==> src/rtl/hex_display_pkg.sv <==
// Shared constants for the APB seven-segment display peripheral:
// register word offsets, reset values and the active-low segment table.
package hex_display_pkg;

  localparam logic [2:0] OFF_DATA  = 3'd0;
  localparam logic [2:0] OFF_EN    = 3'd1;
  localparam logic [2:0] OFF_DP    = 3'd2;
  localparam logic [2:0] OFF_DIV   = 3'd3;
  localparam logic [2:0] OFF_BLINK = 3'd4;

  localparam logic [31:0] RST_DATA  = 32'h0000_0000;
  localparam logic [7:0]  RST_EN    = 8'hFF;
  localparam logic [7:0]  RST_DP    = 8'h00;
  localparam logic [7:0]  RST_BLINK = 8'h00;
  localparam logic [6:0]  SEG_OFF   = 7'h7F;

  // Active-low patterns, bit0 = segment a, indexed by hex digit value.
  localparam logic [6:0] SEG_LUT [16] = '{
    7'h40, 7'h79, 7'h24, 7'h30, 7'h19, 7'h12, 7'h02, 7'h78,
    7'h00, 7'h10, 7'h08, 7'h03, 7'h46, 7'h21, 7'h06, 7'h0E
  };

endpackage

==> src/rtl/hex_seg_decode.sv <==
// Combinational 4-bit to 7-segment decoder, active-low outputs (bit0 = a).
module hex_seg_decode
  import hex_display_pkg::*;
(
  input  logic [3:0] nibble_i,
  output logic [6:0] seg_o
);

  assign seg_o = SEG_LUT[nibble_i];

endmodule

==> src/rtl/apb_hex_display.sv <==
// APB slave driving a multiplexed bank of active-low seven-segment digits.
// Define HEX_BLINK_EN to add the BLINK register and the 24-bit blink counter.
module apb_hex_display
  import hex_display_pkg::*;
#(
  parameter int unsigned APB_ADDR_WIDTH = 32,
  parameter int unsigned APB_DATA_WIDTH = 32,
  parameter int unsigned NUM_DIGITS     = 8,
  parameter logic [15:0] DEFAULT_DIV    = 16'd50000
) (
  input  logic                      clk_i,
  input  logic                      rst_i,
  input  logic [APB_ADDR_WIDTH-1:0] paddr_i,
  input  logic [APB_DATA_WIDTH-1:0] pwdata_i,
  input  logic                      pwrite_i,
  input  logic                      psel_i,
  input  logic                      penable_i,
  output logic [APB_DATA_WIDTH-1:0] prdata_o,
  output logic                      pready_o,
  output logic                      pslverr_o,
  output logic [6:0]                hex_seg_o,
  output logic                      hex_dp_o,
  output logic [NUM_DIGITS-1:0]     hex_an_o
);

  localparam logic [2:0] LAST_IDX = 3'(NUM_DIGITS - 1);

  logic [2:0]            reg_sel;
  logic                  mapped;
  logic                  wr_en;
  logic                  rd_setup;
  logic [31:0]           rd_val;

  logic [31:0]           data_q;
  logic [NUM_DIGITS-1:0] en_q;
  logic [NUM_DIGITS-1:0] dp_mask_q;
  logic [15:0]           div_q;
  logic [15:0]           cnt_q, cnt_d;
  logic [2:0]            idx_q, idx_d;
  logic [31:0]           prdata_q;

  logic [NUM_DIGITS-1:0] an_q, an_d;
  logic [6:0]            seg_q, seg_d;
  logic                  hex_dp_q, hex_dp_d;

  logic [7:0]            en_ext;
  logic [7:0]            dp_ext;
  logic [3:0]            nibble;
  logic [6:0]            seg_dec;
  logic                  show;

  logic                  unused_addr;
  assign unused_addr = ^{paddr_i[APB_ADDR_WIDTH-1:5], paddr_i[1:0]};

  assign reg_sel  = paddr_i[4:2];
  assign wr_en    = psel_i & penable_i & pwrite_i & mapped;
  assign rd_setup = psel_i & ~penable_i & ~pwrite_i;

`ifdef HEX_BLINK_EN
  logic [NUM_DIGITS-1:0] blink_q;
  logic [23:0]           blink_cnt_q;
  logic [7:0]            blink_ext;
  assign blink_ext = 8'(blink_q);
`endif

  // Address decode doubles as read mux; unmapped offsets read 0.
  always_comb begin
    mapped = 1'b0;
    rd_val = '0;
    case (reg_sel)
      OFF_DATA: begin
        mapped = 1'b1;
        rd_val = data_q;
      end
      OFF_EN: begin
        mapped = 1'b1;
        rd_val[NUM_DIGITS-1:0] = en_q;
      end
      OFF_DP: begin
        mapped = 1'b1;
        rd_val[NUM_DIGITS-1:0] = dp_mask_q;
      end
      OFF_DIV: begin
        mapped = 1'b1;
        rd_val[15:0] = div_q;
      end
`ifdef HEX_BLINK_EN
      OFF_BLINK: begin
        mapped = 1'b1;
        rd_val[NUM_DIGITS-1:0] = blink_q;
      end
`endif
      default: ;
    endcase
  end

  // Terminal count uses >= so a DIV written below cnt advances next cycle.
  always_comb begin
    if (cnt_q >= div_q) begin
      cnt_d = '0;
      idx_d = (idx_q == LAST_IDX) ? 3'd0 : idx_q + 3'd1;
    end else begin
      cnt_d = cnt_q + 16'd1;
      idx_d = idx_q;
    end
  end

  assign en_ext = 8'(en_q);
  assign dp_ext = 8'(dp_mask_q);
  assign nibble = data_q[{idx_q, 2'b00} +: 4];

`ifdef HEX_BLINK_EN
  assign show = en_ext[idx_q] & ~(blink_cnt_q[23] & blink_ext[idx_q]);
`else
  assign show = en_ext[idx_q];
`endif

  hex_seg_decode u_dec (
    .nibble_i (nibble),
    .seg_o    (seg_dec)
  );

  always_comb begin
    an_d     = '1;
    seg_d    = SEG_OFF;
    hex_dp_d = 1'b1;
    if (show) begin
      an_d     = ~NUM_DIGITS'(8'd1 << idx_q);
      seg_d    = seg_dec;
      hex_dp_d = ~dp_ext[idx_q];
    end
  end

  always_ff @(posedge clk_i) begin
    if (rst_i) begin
      data_q    <= RST_DATA;
      en_q      <= RST_EN[NUM_DIGITS-1:0];
      dp_mask_q <= RST_DP[NUM_DIGITS-1:0];
      div_q     <= DEFAULT_DIV;
      cnt_q     <= '0;
      idx_q     <= '0;
      prdata_q  <= '0;
      an_q      <= '1;
      seg_q     <= SEG_OFF;
      hex_dp_q  <= 1'b1;
`ifdef HEX_BLINK_EN
      blink_q     <= RST_BLINK[NUM_DIGITS-1:0];
      blink_cnt_q <= '0;
`endif
    end else begin
      cnt_q    <= cnt_d;
      idx_q    <= idx_d;
      an_q     <= an_d;
      seg_q    <= seg_d;
      hex_dp_q <= hex_dp_d;
      if (rd_setup) prdata_q <= rd_val;
      if (wr_en) begin
        case (reg_sel)
          OFF_DATA: data_q    <= pwdata_i[31:0];
          OFF_EN:   en_q      <= pwdata_i[NUM_DIGITS-1:0];
          OFF_DP:   dp_mask_q <= pwdata_i[NUM_DIGITS-1:0];
          OFF_DIV:  div_q     <= pwdata_i[15:0];
`ifdef HEX_BLINK_EN
          OFF_BLINK: blink_q  <= pwdata_i[NUM_DIGITS-1:0];
`endif
          default: ;
        endcase
      end
`ifdef HEX_BLINK_EN
      blink_cnt_q <= blink_cnt_q + 24'd1;
`endif
    end
  end

  assign prdata_o  = prdata_q;
  assign pready_o  = 1'b1;
  assign pslverr_o = psel_i & penable_i & ~mapped;
  assign hex_an_o  = an_q;
  assign hex_seg_o = seg_q;
  assign hex_dp_o  = hex_dp_q;

endmodule

==> config.mk <==
export PLATFORM = sky130hd
export DESIGN_NAME = apb_hex_display
export DESIGN_NICKNAME = d
export VERILOG_FILES = /design/src/rtl/hex_display_pkg.sv /design/src/rtl/hex_seg_decode.sv /design/src/rtl/apb_hex_display.sv
export SDC_FILE = /design/constraint.sdc
export NUM_CORES = 1
export LEC_CHECK = 0
export BUFFER_PORTS_ARGS = -buffer_cell sky130_fd_sc_hd__buf_2
export CAP_MARGIN = 40
export CORE_ASPECT_RATIO = 0.9
export CORE_UTILIZATION = 59
export DETAILED_ROUTE_END_ITERATION = 10
export PLACE_DENSITY = 0.85
export REMOVE_ABC_BUFFERS = 1
export SYNTH_ARGS = -nofsm -noshare
export SYNTH_HDL_FRONTEND = slang
export SYNTH_SLANG_ARGS = --single-unit
export TNS_END_PERCENT = 100
==> constraint.sdc <==
create_clock -name clk_i -period 5.05 [get_ports clk_i]
set_input_delay 0.505 -clock clk_i [delete_from_list [all_inputs] [get_ports clk_i]]
set_output_delay 0.505 -clock clk_i [all_outputs]
set_load 0.01 [all_outputs]
== Word-level counts from Yosys, hierarchy flattened ==
Memory sizes are Yosys's and may differ from the RTL's. A register that Yosys moved wholly into a read port is not among the register bits.
Index checks and enable logic that the tools add are counted.
Operators by class
  add/subtract/negate cells: 2
  order comparisons: 2
  equal/unequal tests: 4
  shift-type cells: 2
  muxes and demuxes: 9
  bitwise gates (word level): 13
  reduce and logical (&&, ||, !) cells: 8
Operators with widths (count)
  $pmux W8 S4: 1
  $shiftx A32 B6 Y4: 1
  $add A16 B1 Y16 const B: 1
  $ge A16 B16 Y1: 1
  $mux W16: 1
  $pmux W8 S2: 1
  $not A8 Y8: 1
  $reduce_and A2 Y1: 4
  $shl A1 B3 Y8 const A: 1
  $and A1 B1 Y1: 6
  $bmux W1 S3: 2
  $eq A3 B2 Y1 const B: 2
  $not A1 Y1: 5
  $not A4 Y5: 1
  $lt A3 B4 Y1 const B: 1
  $reduce_or A2 Y1: 2
  $reduce_or A4 Y1: 1
  $add A3 B1 Y3 const B: 1
  $eq A3 B1 Y1 const B: 1
  $eq A3 B3 Y1 const B: 1
  $logic_not A3 Y1: 1
  $mux W1: 3
  $mux W3: 1
Word-level totals
  register bits after elaboration: 124
  bits in read-only memories: 112
  bits of input ports: 69
  output and inout bits: 50
  memories kept: 1
Memory list
  (name not given): words 16, bits a word 7, read ports 1, clocked after Yosys merged registers in 1, write ports 0, line hex_seg_decode.sv:9  | assign seg_o = SEG_LUT[nibble_i];

== Depth between registers and ports, before layout ==
  depth after elaboration: 5
  depth in mapped cells: 10
  mapped depth without buffers: 9

== By module ==
Synthesis repeated with hierarchy kept, for this count alone.
Unflattened totals
  cells, all modules: 633
  area, all modules: 5890.6 um^2
By module, submodules not included
  apb_hex_display: times used 1, cells an instance 600, area an instance 5621.6 um^2
  hex_seg_decode: times used 1, cells an instance 33, area an instance 269.0 um^2

== Least setup slack after synthesis ==
No wires, ideal clock.
  path kind: reg-to-reg
  from: register idx_q[0]
  to: register seg_q[3], in the netlist hex_seg_o[3]
  setup time: 0.130 ns
  arrival time: 2.016 ns
  data required time: 4.920 ns
  slack: 2.904 ns
  cell stages (with the launch flop): 9
  path through: dfxtp_1 buf_4 mux4_2 nand2_1 nand2_1 ha_1 mux2_1 o21ai_1 nand2_1
Between the ends
  longest elaborated chain between the ends: 4
Ends and longest elaborated chain
  start: declaration: line apb_hex_display.sv:39  | logic [2:0] idx_q, idx_d;
  start signal: assignment: line apb_hex_display.sv:152  | idx_q <= idx_d;
  branches (longest 4 deep; another with $shiftx A32 B6 Y4)
  end: declaration: line apb_hex_display.sv:43  | logic [6:0] seg_q, seg_d;
Parallel ways; which one is timed is not known. The select of a mux whose other input is x is not followed.
A chain may end at the register's enable or synchronous reset.

== Final worst setup path ==
Same ends and word-level chain as after synthesis.

==> flow_summary_export.csv <==
group,metric,value,unit
clocking,cts.sinks,131,
floorplanning,initial_core_util,62.22,%
cells_and_area,utilization,74.33,%
critical_path,worst-path-stages,6,
hold_path,hold_depth,2,
timing,relSlewSlack,34.55,%
global_route,grt_pass1_vias,5134,
place,dpl_cell_area,6280,µm²
critical_path,rr_endpoint,"hex_seg_o[3]",
pwr,p_clk_share,53.0,%
clocking,cts_hold_buf,0,
critical_path,path_buf_inv,1,
clocking,clkTransAtPathRegs,60,ps
critical_path,reg2reg_slack,2180,ps
pwr,p_int,1905,µW
critical_path,reg2regPathDepth,6,
timing,fin_crit_sh,56.92,%
timing,rsz0062_at_grt,"no",
pwr,ir_drop,290.1,µV
critical_path,crit_path_cell_trace,"buf_4, mux4_2, mux2i_1, mux2_1, o21ai_1, nand2_1",
critical_path,endpoint,"hex_seg_o[3]",
cells_and_area,final_area,6905,µm²
cells_and_area,syn2layout_area_growth,19.46,%
floorplanning,die_w,106.3,µm
logic_synthesis,synth_warnings,0,
clocking,post_cts_resized,0,
timing,setup_tns,0,ps
pwr,swShare,22.44,%
place,hpwl,9963,µm
logic_synthesis,synth-seq-area-share,45.37,%
drt,dr_total_vias,5175,
timing,setup_viol,0,
clocking,cts-root-buf,"clkbuf_8",
floorplanning,core_area,9290,µm²
logic_synthesis,synth.avg_cell_area,9.118,µm²
drt,dr.pass1.iters,8,
drt,antenna_left,0,
global_route,grt_overflow,0,
clocking,ctsLongestPathBuffers,2,
logic_synthesis,synth_edf_count,0,
cells_and_area,final_cell_mix,"nand2_1 (137), dfxtp_1 (131), buf_2 (88), nor2_1 (62), a21oi_1 (59)",
run,drv_cap,0,
global_route,gr-usage-all-layers,32.04,%
timing,slew_violations,0,
critical_path,required,5450,ps
critical_path,r2r-start,"idx_q[0]",
clocking,h-tree-depth,4,
floorplanning,pin_count,119,
cells_and_area,fin_cells,846,
place,portBuffers,88,
logic_synthesis,synth-async-reset-ratio,0,%
cells_and_area,final_common_cell,"nand2_1",
cells_and_area,drive_gt1_share,21.13,%
drt,viasPerCell,6.117,
drt,drc_errors,0,
pwr,power_density,355.7,nW/µm²
pwr,switchingPower,551.2,µW
timing,hold_violations,0,
timing,max_slew.worst_pin.slew,954.5,ps
global_route,grt_pass1_wl,24760,µm
drt,drt_wl_total,15410,µm
drt,wl_per_cell,18.21,µm
hold_path,hold_class,"in -> reg",
critical_path,start_kind,"flop",
critical_path,crit_slowest_cell,"mux2i_1",
place,dp.cells,814,
global_route,grt_max_degree,66,
critical_path,worstPathArrival,3270,ps
logic_synthesis,ys_ff_latch,131,
pwr,comb_power_share,4.1,%
timing,fin_skew,21.39,ps
logic_synthesis,syn_inst,634,
cells_and_area,n_fill_cell,611,
clocking,post_cts_buffers,0,
timing,max_freq,347.9,MHz
critical_path,cpPeakStageDelay,770,ps
pwr,p_leak,0.002814,µW
clocking,clkLatencyLatePin,540,ps
clocking,cts_tree,"done",
logic_synthesis,synth_area,5781,µm²
cells_and_area,fin_nets,809,
timing,hold_ws,194.6,ps
floorplanning,rows,33,
place,gp_congestion,0.8473,
critical_path,criticalPathCategory,"reg -> reg",
critical_path,end_kind,"flop",
timing,fin_crit,2874,ps
floorplanning,dieArea,10200,µm²
critical_path,startpoint,"idx_q[0]",
drt,drtIter0Drc,518,
pwr,seqPwrFrac,42.9,%
critical_path,crit_family,"multiplexers",
run_status,outcome,"completed",
global_route,antenna_found_initial,0,
logic_synthesis,ys_types,50,
cells_and_area,antenna-diode-count,0,
logic_synthesis,ys.flop_type,"dfxtp_1",
floorplanning,die_h,95.90,µm
clocking,cts_buffers,17,
critical_path,cp_max_fo,11,
[metrics by stage]
step	power, µW	worst slack (ps)
6_report	2456	2176
3_5_place_dp	1172	2236
4_1_cts	2456	2180
5_1_grt	2518	2031
2_1_floorplan	1115	2572
3_3_place_gp	1168	2321
[power by group through the flow]
stage	Clock (µW)	Combinational (µW)	Sequential (µW)
floorplan	0	39.2	1080
global placement	0	92.9	1070
detailed placement	0	96.8	1080
CTS	1300	99.0	1050
global route	1360	109	1050
finish	1300	101	1050
[sequential cells by signal (all words and copies together) (netlist names)]
| signal | count |
|---|---|
| cnt_q | 16 |
| data_q | 32 |
| div_q | 16 |
| dp_ext | 8 |
| en_ext | 8 |
| hex_an_o | 8 |
| hex_dp_o | 1 |
| hex_seg_o | 7 |
| idx_q | 3 |
| prdata_o | 32 |
[worst min-delay path by stage]
stage	from	end	slack (ps)
final	pwdata_i[14]	div_q[14]	190
after CTS	pwdata_i[14]	div_q[14]	180
after global routing	pwdata_i[8]	div_q[8]	200
after floorplan	dp_ext[2]	dp_ext[2]	430
after global placement	dp_ext[6]	dp_ext[6]	450
after detailed placement	data_q[24]	data_q[24]	460
[cell usage after synthesis (10+ instances only)]
| cell | n | share of area (%) |
|---|---|---|
| a22oi_1 | 24 | 3.1 |
| nand3_1 | 10 | 0.87 |
| a21oi_1 | 59 | 5.1 |
| dfxtp_1 | 131 | 45 |
| mux4_2 | 18 | 7.0 |
| xor2_1 | 10 | 1.5 |
| nor2_1 | 62 | 4.0 |
| ha_1 | 29 | 6.3 |
| nand2_1 | 137 | 8.9 |
| inv_1 | 23 | 1.5 |
| a211o_1 | 14 | 2.1 |
| clkbuf_1 | 25 | 1.6 |
[kinds of logic after synthesis]
kind of cell / count (synthesis) / synth area share [%]
buffers and inverters: 62 / 4.480
adders and majority gates: 29 / 6.277
other: 1 / 0.06487
AOI/OAI and AO/OA: 122 / 13.90
DFF: 131 / 45.37
xor gates and xnor gates: 14 / 2.121
muxes: 28 / 9.567
and+or+nand+nor: 247 / 18.23
[area by class of cell]
| class | instances | area [µm²] | area share, % |
|---|---|---|---|
| clock buffers | 18 | 427.9 | 6.197 |
| clock inverters | 14 | 197.7 | 2.863 |
| inverters | 24 | 90.09 | 1.305 |
| multi-input cells | 441 | 2899 | 41.98 |
| flip-flops and latches | 131 | 2623 | 37.98 |
| well taps | 122 | 152.6 | 2.211 |
| repair buffers | 96 | 515.5 | 7.465 |
[metal layers]
layer	up-vias	GRT usage (%)	routed length, µm
met5	-	0	0
met4	0	15.86	478
met3	58	7.651	1283
met2	277	55.57	7646
met1	2479	37.55	6000
li1	2361	-	-
Power figures use the tool's default switching activity.
